==> src/rtl/alu_mc_pkg.sv <==
// Shared definitions for the multi-cycle ALU: op codes, FSM states, op-class helpers.
package alu_mc_pkg;

  typedef enum logic [4:0] {
    OP_ADD   = 5'h00,
    OP_SUB   = 5'h01,
    OP_AND   = 5'h02,
    OP_OR    = 5'h03,
    OP_XOR   = 5'h04,
    OP_SLL   = 5'h05,
    OP_SRL   = 5'h06,
    OP_NOR   = 5'h07,
    OP_SLT   = 5'h08,
    OP_SLE   = 5'h09,
    OP_SEQ   = 5'h0A,
    OP_SNE   = 5'h0B,
    OP_SGT   = 5'h0C,
    OP_SGE   = 5'h0D,
    OP_SRA   = 5'h0E,
    OP_MULLO = 5'h10,
    OP_MULHI = 5'h11,
    OP_DIVU  = 5'h12,
    OP_REMU  = 5'h13
  } op_e;

  typedef enum logic [1:0] {
    S_IDLE = 2'd0,
    S_ITER = 2'd1,
    S_DONE = 2'd2
  } state_e;

  // Ops that go through the iterative engine instead of the single-cycle mux.
  function automatic logic is_multi(input logic [4:0] op);
    return (op == OP_MULLO) || (op == OP_MULHI) || (op == OP_DIVU) || (op == OP_REMU);
  endfunction

  // Divide-class ops; the rest of the multi-cycle ops are multiplies.
  function automatic logic is_div_op(input logic [4:0] op);
    return (op == OP_DIVU) || (op == OP_REMU);
  endfunction

  // Ops whose answer is the upper half of the engine (MULHI product, REMU remainder).
  function automatic logic sel_hi_op(input logic [4:0] op);
    return (op == OP_MULHI) || (op == OP_REMU);
  endfunction

endpackage

==> src/rtl/alu_mc_muldiv.sv <==
// Iterative unsigned multiply / restoring divide engine sharing one 2*WIDTH register.
// MUL: shift-add, acc = {product_hi, product_lo}. DIV: acc = {remainder, quotient}.
// The first bit-step is applied on the start edge, so WIDTH steps finish on the
// WIDTH-1'th busy edge; lo/hi present the final step's value while done is high.
module alu_mc_muldiv #(
  parameter int WIDTH = 32
) (
  input  logic             clk,
  input  logic             rst_n,
  input  logic             start,
  input  logic             is_div,
  input  logic [WIDTH-1:0] a,
  input  logic [WIDTH-1:0] b,
  output logic             busy,
  output logic             done,
  output logic [WIDTH-1:0] lo,
  output logic [WIDTH-1:0] hi
);

  localparam int CW = $clog2(WIDTH);

  logic [2*WIDTH-1:0] acc_q;
  logic [2*WIDTH-1:0] acc_step;
  logic [WIDTH-1:0]   opb_q;
  logic               div_q;
  logic               busy_q;
  logic [CW-1:0]      cnt_q;

  // One bit-step of either algorithm. Both start from acc = {0, a}.
  function automatic logic [2*WIDTH-1:0] step_fn(input logic [2*WIDTH-1:0] acc,
                                                 input logic [WIDTH-1:0]   opb,
                                                 input logic               div);
    logic [WIDTH:0] sum;
    logic [WIDTH:0] trial;
    logic [WIDTH:0] diff;
    sum   = {1'b0, acc[2*WIDTH-1:WIDTH]} + (acc[0] ? {1'b0, opb} : '0);
    trial = {acc[2*WIDTH-1:WIDTH], acc[WIDTH-1]};
    diff  = trial - {1'b0, opb};
    if (!div) begin
      step_fn = {sum, acc[WIDTH-1:1]};
    end else if (trial >= {1'b0, opb}) begin
      // A zero divisor always "fits": quotient fills with ones, remainder ends as a.
      step_fn = {diff[WIDTH-1:0], acc[WIDTH-2:0], 1'b1};
    end else begin
      step_fn = {trial[WIDTH-1:0], acc[WIDTH-2:0], 1'b0};
    end
  endfunction

  // Next value of the accumulator for the operation in flight.
  always_comb begin
    acc_step = step_fn(acc_q, opb_q, div_q);
  end

  assign busy = busy_q;
  assign done = busy_q && (cnt_q == CW'(WIDTH - 2));
  assign lo   = acc_step[WIDTH-1:0];
  assign hi   = acc_step[2*WIDTH-1:WIDTH];

  // Operand capture on start, then one step per edge until the last step is consumed.
  // NOTE: sequential state uses non-blocking (<=) so every register samples pre-edge values.
  always_ff @(posedge clk or negedge rst_n) begin
    if (!rst_n) begin
      acc_q  <= '0;
      opb_q  <= '0;
      div_q  <= 1'b0;
      busy_q <= 1'b0;
      cnt_q  <= '0;
    end else if (start) begin
      acc_q  <= step_fn({{WIDTH{1'b0}}, a}, b, is_div);
      opb_q  <= b;
      div_q  <= is_div;
      busy_q <= 1'b1;
      cnt_q  <= '0;
    end else if (busy_q) begin
      acc_q <= acc_step;
      cnt_q <= cnt_q + 1'b1;
      if (done) busy_q <= 1'b0;
    end
  end

endmodule

==> src/rtl/alu_mc.sv <==
// Multi-cycle ALU: single-cycle op mux inline, mul/div through alu_mc_muldiv,
// valid/ready on both sides with a registered result.
module alu_mc
  import alu_mc_pkg::*;
#(
  parameter int WIDTH = 32
) (
  input  logic             clk,
  input  logic             rst_n,
  input  logic             in_valid,
  output logic             in_ready,
  input  logic [4:0]       op,
  input  logic [WIDTH-1:0] a,
  input  logic [WIDTH-1:0] b,
  output logic             out_valid,
  input  logic             out_ready,
  output logic [WIDTH-1:0] result,
  output logic             zero,
  output logic             illegal
);

  localparam int SHW = $clog2(WIDTH);

  state_e           state_q, state_d;
  logic             accept;
  logic [WIDTH-1:0] alu_res;
  logic             alu_ill;
  logic [WIDTH-1:0] result_q;
  logic             zero_q;
  logic             illegal_q;
  logic             sel_hi_q;
  logic             md_start;
  logic             md_busy;
  logic             md_done;
  logic [WIDTH-1:0] md_lo;
  logic [WIDTH-1:0] md_hi;
  logic [WIDTH-1:0] md_res;
  logic [SHW-1:0]   shamt;

  assign shamt    = b[SHW-1:0];
  assign md_start = accept && is_multi(op);
  assign md_res   = sel_hi_q ? md_hi : md_lo;

  alu_mc_muldiv #(.WIDTH(WIDTH)) u_muldiv (
    .clk    (clk),
    .rst_n  (rst_n),
    .start  (md_start),
    .is_div (is_div_op(op)),
    .a      (a),
    .b      (b),
    .busy   (md_busy),
    .done   (md_done),
    .lo     (md_lo),
    .hi     (md_hi)
  );

  // Single-cycle op mux; undefined ops (including mul/div codes, unused here) give 0.
  // NOTE: every output gets a default before the case so no latch is inferred.
  always_comb begin
    alu_res = '0;
    alu_ill = 1'b0;
    case (op)
      OP_ADD:  alu_res = a + b;
      OP_SUB:  alu_res = a - b;
      OP_AND:  alu_res = a & b;
      OP_OR:   alu_res = a | b;
      OP_XOR:  alu_res = a ^ b;
      OP_SLL:  alu_res = a << shamt;
      OP_SRL:  alu_res = a >> shamt;
      OP_NOR:  alu_res = ~(a | b);
      OP_SLT:  alu_res = {{(WIDTH-1){1'b0}}, a <  b};
      OP_SLE:  alu_res = {{(WIDTH-1){1'b0}}, a <= b};
      OP_SEQ:  alu_res = {{(WIDTH-1){1'b0}}, a == b};
      OP_SNE:  alu_res = {{(WIDTH-1){1'b0}}, a != b};
      OP_SGT:  alu_res = {{(WIDTH-1){1'b0}}, a >  b};
      OP_SGE:  alu_res = {{(WIDTH-1){1'b0}}, a >= b};
      OP_SRA:  alu_res = $unsigned($signed(a) >>> shamt);
      OP_MULLO, OP_MULHI, OP_DIVU, OP_REMU: alu_res = '0;
      default: alu_ill = 1'b1;
    endcase
  end

  // Handshake outputs and next state.
  always_comb begin
    state_d   = state_q;
    in_ready  = (state_q == S_IDLE) && !md_busy;
    out_valid = (state_q == S_DONE);
    accept    = in_valid && in_ready;
    case (state_q)
      S_IDLE:  if (accept) state_d = is_multi(op) ? S_ITER : S_DONE;
      S_ITER:  if (md_done) state_d = S_DONE;
      S_DONE:  if (out_ready) state_d = S_IDLE;
      default: state_d = S_IDLE;
    endcase
  end

  // State register.
  always_ff @(posedge clk or negedge rst_n) begin
    if (!rst_n) state_q <= S_IDLE;
    else        state_q <= state_d;
  end

  // Result registers: loaded on a single-cycle accept or on the engine's last step.
  always_ff @(posedge clk or negedge rst_n) begin
    if (!rst_n) begin
      result_q  <= '0;
      zero_q    <= 1'b1;
      illegal_q <= 1'b0;
      sel_hi_q  <= 1'b0;
    end else if (accept) begin
      sel_hi_q <= sel_hi_op(op);
      if (!is_multi(op)) begin
        result_q  <= alu_res;
        zero_q    <= (alu_res == '0);
        illegal_q <= alu_ill;
      end
    end else if (state_q == S_ITER && md_done) begin
      result_q  <= md_res;
      zero_q    <= (md_res == '0);
      illegal_q <= 1'b0;
    end
  end

  assign result  = result_q;
  assign zero    = zero_q;
  assign illegal = illegal_q;

endmodule

==> config.mk <==
export PLATFORM = sky130hd
export DESIGN_NAME = alu_mc
export DESIGN_NICKNAME = d
export VERILOG_FILES = /design/src/rtl/alu_mc_pkg.sv /design/src/rtl/alu_mc_muldiv.sv /design/src/rtl/alu_mc.sv
export SDC_FILE = /design/constraint.sdc
export NUM_CORES = 1
export LEC_CHECK = 0
export CELL_PAD_IN_SITES_DETAIL_PLACEMENT = 1
export CELL_PAD_IN_SITES_GLOBAL_PLACEMENT = 1
export CORE_MARGIN = 5
export CORE_UTILIZATION = 47
export CTS_BUF_LIST = sky130_fd_sc_hd__clkbuf_4
export DETAILED_ROUTE_END_ITERATION = 7
export GPL_TIMING_DRIVEN = 0
export PLACE_DENSITY = 0.82
export SLEW_MARGIN = 30
export SYNTH_ARGS = -nofsm -noshare
export SYNTH_HDL_FRONTEND = slang
export SYNTH_SLANG_ARGS = --single-unit
==> constraint.sdc <==
create_clock -name clk -period 4.33 [get_ports clk]
set_input_delay 1.299 -clock clk [delete_from_list [all_inputs] [get_ports clk]]
set_output_delay 1.299 -clock clk [all_outputs]
set_load 0.005 [all_outputs]
==> summary.txt <==
Outcome
  • Status: finished, violations left
  • Failing checks: DRC, setup timing

Clock tree
  • H-tree levels: 4
  • Sink Count: 140
  • CTS Buffer Depth: 2
  • Total CTS buffers: 17
  • Clock Tree Root: clkbuf_4
  • Clock Latency Late Sink: a little under 700 ps
  • Clock-pin slew on the worst setup and hold paths: 170 ps
  • Hold_buf cts: 0
  • CTS tree: yes

Global route
  • Largest net degree at the start of global routing: 82
  • Gr usage total: 0.508
  • Total gr overflow: 0
  • Initial antenna violation count: 5
  • First-pass GRT wire length: roughly 200,000 microns
  • Vias in the first global route: about 30,000

Drt
  • Drt pass-1 iters: 8
  • 1st-iter DRT viols: ~4,300
  • Vias per inst: 7.78
  • Via count: roughly 29,000
  • Routed wire length: 141,000 microns
  • DR WL/cell: about 38 microns
  • DRC: 1
  • Antenna Violating Nets Remaining: 0

Setup path
  • CP peak stage delay: roughly 550 ps
  • Buffers & Inverters on Critical Path: 4
  • Critical-path maximum fanout: 10
  • Crit path required time: about 5000 ps
  • Crit path cell chain: clkbuf_2 -> clkbuf_1 -> nor3_1 -> buf_4 -> clkbuf_1 -> a221oi_1 -> o221ai_1 -> nor3_1 -> nand3_1 -> nor4_1 -> nand4_1 -> nor2_1 -> nand3_1 -> nand3_2
  • CP max-delay cell: clkbuf_1
  • CP top delay family: simple AND/OR/NAND/NOR gates
  • WP depth: 14
  • Crit path capture type: register
  • R2R cell count: 12
  • Setup crit start kind: input port
  • Kind of critical path: input port to register
  • CP arrival: around 5300 ps

Layout
  • Layout Utilization: 0.560
  • Final layout net count: 3,357
  • Layout cells sized above 1: 0.193
  • Final Non-Filler Cells: 3,732
  • Area Growth Syn to Fin: 18.8%

Worst hold path
  • Worst Hold Path Cells: 2
  • Worst Hold Class: register to register

Logic synthesis
  • Simple-gate share of the synthesized area: 0.206
  • Post-synthesis adder-cell area fraction: 0.106
  • Multiplexer area fraction after synthesis: 0.131
  • Distinct cell type count after synthesis: around 100
  • Ys Warns: 0
  • Post-synthesis register bit count: between 100 and 150
  • Number of synthesized flops with an enable pin: 0
  • Post-synthesis cell area: roughly 22,000 sq um
  • Cell count after synthesis: about 2,900
  • Primary FF master, synth: dfrtp_1
  • Syn_area_per_cell: about 7.7 sq um
  • Post-Synth XOR/XNOR Area: 0.0387
  • Syn Nets: 3,177
  • Async SR Flop Fraction: 1.00
  • Main combinational cell family by area after synthesis: compound AO/OA/AOI/OAI gates
  • Sequential area share after synthesis: 0.157
  • Compound-cell area share of the yosys netlist: 0.285

Floorplan
  • Die ar.: around 52,000 sq um
  • Top Ports: about 110
  • Initial Util: 0.472
  • Area of the core: around 47,000 sq um
  • Die X: 228 microns
  • Cell Rows: 80
  • Die height: about 230 microns

Power and ir drop
  • PD cells: a little under 700 nW/um^2
  • Maximum VDD drop: between 0.8 and 0.9 mV
  • Leakage: 11.0 nW
  • Final Total Pwr: 18.1 mW

Place
  • Setup WS pre-CTS: -2480 ps
  • Buffers on Ports: between 100 and 150
  • Dpl cells: around 3,600
  • GP Congestion: approximately 1.1
  • Final HPWL DP: 108,000 microns

STA
  • Final Hold Fails: 0
  • Worst hold slack: a little over 500 ps
  • Setup Skew: around 31 ps
  • Tmin final: 4640 ps
  • RSZ-0062 raised after global routing: true
  • Final setup violating endpoints: 26
  • Final period util: 1.07
  • Slew headroom: 0.214
  • Worst-margin pin slew: 1160 ps
  • Fmax: 215 MHz
  • Final Max Tran Viols: 0
  • Setup ws final: -311 ps

Flow run
  • Max-Cap Viols: 0
-- final timing paths --
path	from	endpoint	slack (ps)
max in group asynchronous	rst_n	result[7]	2920
worst max-delay path	op[4]	zero	-310
min in group asynchronous	rst_n	u_muldiv.opb_q[30]	600
worst min register to register	result[17]	result[17]	510
worst max register to register	u_muldiv.acc_q[55]	result[14]	-120
worst min-delay path	result[17]	result[17]	510
-- what timing repair did --
item,4_1_cts,5_1_grt
cloned,0,1
gates resized for setup,422,220
setup buffers,29,33
pin swaps,34,57
endpoints found under the setup margin,115,26
-- area by class of cell --
type	count	area [sq um]
fillers	5861	20900
multi-input cells	2387	18500
flip-flops and latches	140	3510
plain buffers	225	1510
repair buffers	171	1430
well taps	615	769
inverters	155	614
clock inverters	15	140
clock buffers	17	128
diodes	7	17.5
-- cells in the mapped netlist (40+ instances only) --
| cell type | instances | area share |
|---|---|---|
| nand2_1 | 287 | 0.048 |
| nor2_1 | 242 | 0.041 |
| a21oi_1 | 214 | 0.048 |
| o21ai_0 | 188 | 0.042 |
| ha_1 | 183 | 0.10 |
| clkbuf_1 | 151 | 0.025 |
| inv_1 | 150 | 0.025 |
| dfrtp_1 | 139 | 0.16 |
| mux2i_1 | 110 | 0.049 |
| nand3_1 | 95 | 0.021 |
| xnor2_1 | 68 | 0.027 |
| nor3_1 | 67 | 0.015 |
| o211ai_1 | 60 | 0.020 |
| mux4_2 | 58 | 0.058 |
| and2_1 | 54 | 0.015 |
| a21o_1 | 51 | 0.017 |
| o221ai_1 | 41 | 0.016 |
| a211oi_1 | 40 | 0.013 |
-- worst register-to-register path, delay by kind of cell, from the launching register on --
family                     cells  cell delay (ps)
AOI/OAI and AO/OA              7             2430
buffers and inverters          2              650
DFF                            1              510
and+or+nand+nor                2              400
adders and majority gates      1              390
-- cell usage in the layout, fill, tap and decap left out, types with 22 or more instances in the layout --
cell,count
buf_4,74
clkbuf_4,37
nor2_1,231
clkbuf_2,52
o221ai_1,38
mux2_2,22
o21ai_0,178
clkdlybuf4s50_1,38
mux4_2,62
inv_1,145
clkbuf_1,81
buf_2,31
nand3_1,85
nand2_1,284
a31oi_1,38
dfrtp_1,137
ha_1,167
nand4_1,39
and2_1,52
a21oi_1,195
nand2b_1,22
o211ai_1,60
a21o_1,50
a211oi_1,30
nor3_1,58
mux2i_1,100
nor2b_1,24
a221oi_1,25
xnor2_1,68
xor2_1,31
-- power breakdown --
part | internal (mW) | switching [mW]
sequential | 1.91 | 0.757
clock | 0.258 | 0.661
combinational | 5.14 | 9.39
total | 7.31 | 10.8
-- layer usage --
layer | track usage | wire [microns] | up-vias
li1 | - | - | 11300
met1 | 0.559 | 46300 | 14000
met2 | 0.798 | 60500 | 2636
met3 | 0.138 | 17100 | 1104
met4 | 0.467 | 17300 | 0
met5 | 0.000919 | 0 | -
-- registers in the layout, summed over array words and instances (netlist names) --
name	cells
illegal	1
u_muldiv.opb_q	32
u_muldiv.acc_q	64
u_muldiv.cnt_q	5
u_muldiv.div_q	1
result	32
zero	1
sel_hi_q	1
state_q	2
u_muldiv.busy	1
-- kinds of logic after synthesis --
group	after synthesis
AND/OR/NAND/NOR	958
AO/OA/AOI/OAI	942
buffers and inverters	390
multiplexers	201
adder cells (fa/ha/maj)	187
flip-flops	140
XOR/XNOR	99
-- through the flow --
step / cell area [sq um] / TNS (ps)
after floorplan: 22500 / -29.9
after global placement: 24300 / -655150
after detailed placement: 24400 / -150510
after CTS: 26000 / -54.4
after global routing: 26600 / -462
final: 26600 / -1580
Power figures use the tool's default switching activity.
==> patch, RTL diff (config.mk and constraints unchanged) <==
`WIDTH` is set to 32 in 2 places; all go to 16.
--- a/src/rtl/alu_mc_muldiv.sv
+++ b/src/rtl/alu_mc_muldiv.sv
@@ -5,3 +5,3 @@
 module alu_mc_muldiv #(
-  parameter int WIDTH = 32
+  parameter int WIDTH = 16
 ) (
--- a/src/rtl/alu_mc.sv
+++ b/src/rtl/alu_mc.sv
@@ -5,3 +5,3 @@
 #(
-  parameter int WIDTH = 32
+  parameter int WIDTH = 16
 ) (
Interface: changed (resized a, b and result); port bits go from 109 to 61. The function was not compared with the original's and may differ.
==> patch against the original RTL <==
The flow finishes with violations (negative setup slack); area after synthesis down 52%; count of clock-buffer cells in the layout down 8; clock skew rose by 0.0072 ns; routed wire length decreased by 63%; design area down 53%; core utilization down 1.1 points; setup slack better by 0.18 ns; critical path depth decreased by 2; final cell count is 52% lower; fmax grew 4.0%; total power is 55% lower; sequential cell count down 65; critical path type unchanged; highest routed layer unchanged.
==> patch: results (changes against the original RTL) <==
outcome finished, violations left; failing checks negative setup slack; Placer Congestion 1.04 (-5.2%); GR Layer Usage met3 6.92% (-6.9 points); worst hold start result[3]; slowest stage cell, crit path clkdlybuf4s50_1; GR Layer Usage met1 45.8% (-10 points); Placed Area 11,700 sq um (-52%); leakage power 0.00526 uW (-52%); number of global-route vias before repair 12,775 (-57%); H-tree Lvls 3 (-1); routed length on met3 4.04 mm (-76%); Unique masters post-synth 93 (-6.1%); clock slew at reported path FFs 0.14 ns (-0.03 ns); P_int 3380 uW (-54%); cell count after synthesis 1,420 (-51%); Met1 Wirelength 19.5 mm (-58%); WP data arrival 4.90 ns (-0.38 ns); sequential share of the synthesized area 17.5% (+1.9 points); combinational group share of total power 77.3% (-2.9 points); layout cells sized above 1 11.8% (-7.5 points); GRT Util Overall 39.3% (-12 points); Sw Pwr 4760 uW (-56%); fin worst setup slack -0.132 ns (+0.179 ns); later-pin clock latency in the skew report 0.51 ns (-0.18 ns); register share of total power 17.0% (+2.3 points); Worst VDD drop 0.000636 V (-22%); max FFs per register 32 (-50%); I/O Buffers 60 (-43%); synth top area cells dfrtp_1, ha_1, mux2i_1; drt total wl 52.5 mm (-63%); pin count of the biggest net entering global routing 48 (-41%); violation count after the first detailed-route iteration 1,412 (-67%); top cells by count, synth nor2_1, nand2_1, o21ai_0; vias per inst 7.06 (-9.3%); R2R Path Start u_muldiv.acc_q[24]; Met2 Wirelength 24.5 mm (-60%); first-pass GRT wire length 78.5 mm (-61%); number of buffers created by CTS 9 (-8); Final HPWL DP 41.1 mm (-62%); drt first pass iters 7 (-1); worst clock skew 0.0380 ns (+0.00725 ns); met2 usage 66.2% (-14 points); Syn Nets 1,560 (-51%); Finish-stage setup viols 1 (-96%); CP max stage delay 0.69 ns (+0.14 ns); Worst Setup SP b[12]; dpl ws -2.04 ns (+0.449 ns)
==> patch: layout make-up <==
cell class	instances	area, sq um
Antenna cell	1	2.50
Buffer	90	532
Clock buffer	9	67.6
Clock inverter	7	58.8
Fill cell	2797	10200
Inverter	81	315
Multi-Input combinational cell	1168	8520
Sequential cell	75	1880
Tap cell	285	357
Timing Repair Buffer	72	676
==> patch: logic make-up (layout without fill, tap and decap cells) <==
group | count (synthesis) | after routing | synth area share [%]
muxes | 88 | 88 | 9.61
AOI/OAI and AO/OA | 453 | 453 | 28.9
DFF | 75 | 75 | 17.5
adders and majority gates | 99 | 99 | 11.8
and+or+nand+nor | 482 | 482 | 21.7
xor gates and xnor gates | 46 | 46 | 3.76
buffers and inverters | 177 | 259 | 6.74
other | 0 | 1 | 0
==> patch: timing repair <==
item	CTS	global route
hold endpoints to repair	0	0
gates cloned	0	0
setup buffers	3	8
pin swaps	14	22
gates resized for setup	110	98
setup endpoints to repair	14	8
==> patch: worst paths after layout <==
| path | end | slack (ns) | cells after the start |
|---|---|---|---|
| worst max-delay path | zero | -0.13 | 12 |
| worst min-delay path | result[3] | 0.50 | 2 |
| worst max register to register | zero | 0.02 | 12 |
| worst min register to register | result[3] | 0.50 | 2 |
| max in group asynchronous | u_muldiv.opb_q[1] | 2.98 | 2 |
| min in group asynchronous | result[12] | 0.70 | 1 |
==> patch: per-stage QoR <==
step	setup TNS [ns]	hold WS (ns)	util (%)
detailed placement	-18.80	0.469	52.0
global placement	-73.52	0.458	51.8
finish	-0.132	0.498	55.0
CTS	-0.0643	0.500	54.0
global route	-0.126	0.524	55.0
floorplan	0	0.463	-
==> patch: critical path, delay by kind of cell <==
family                     cells  cell delay (ns)
and+or+nand+nor                2             0.34
buffers and inverters          3             1.25
AOI/OAI and AO/OA              6             1.64
adders and majority gates      1             0.36
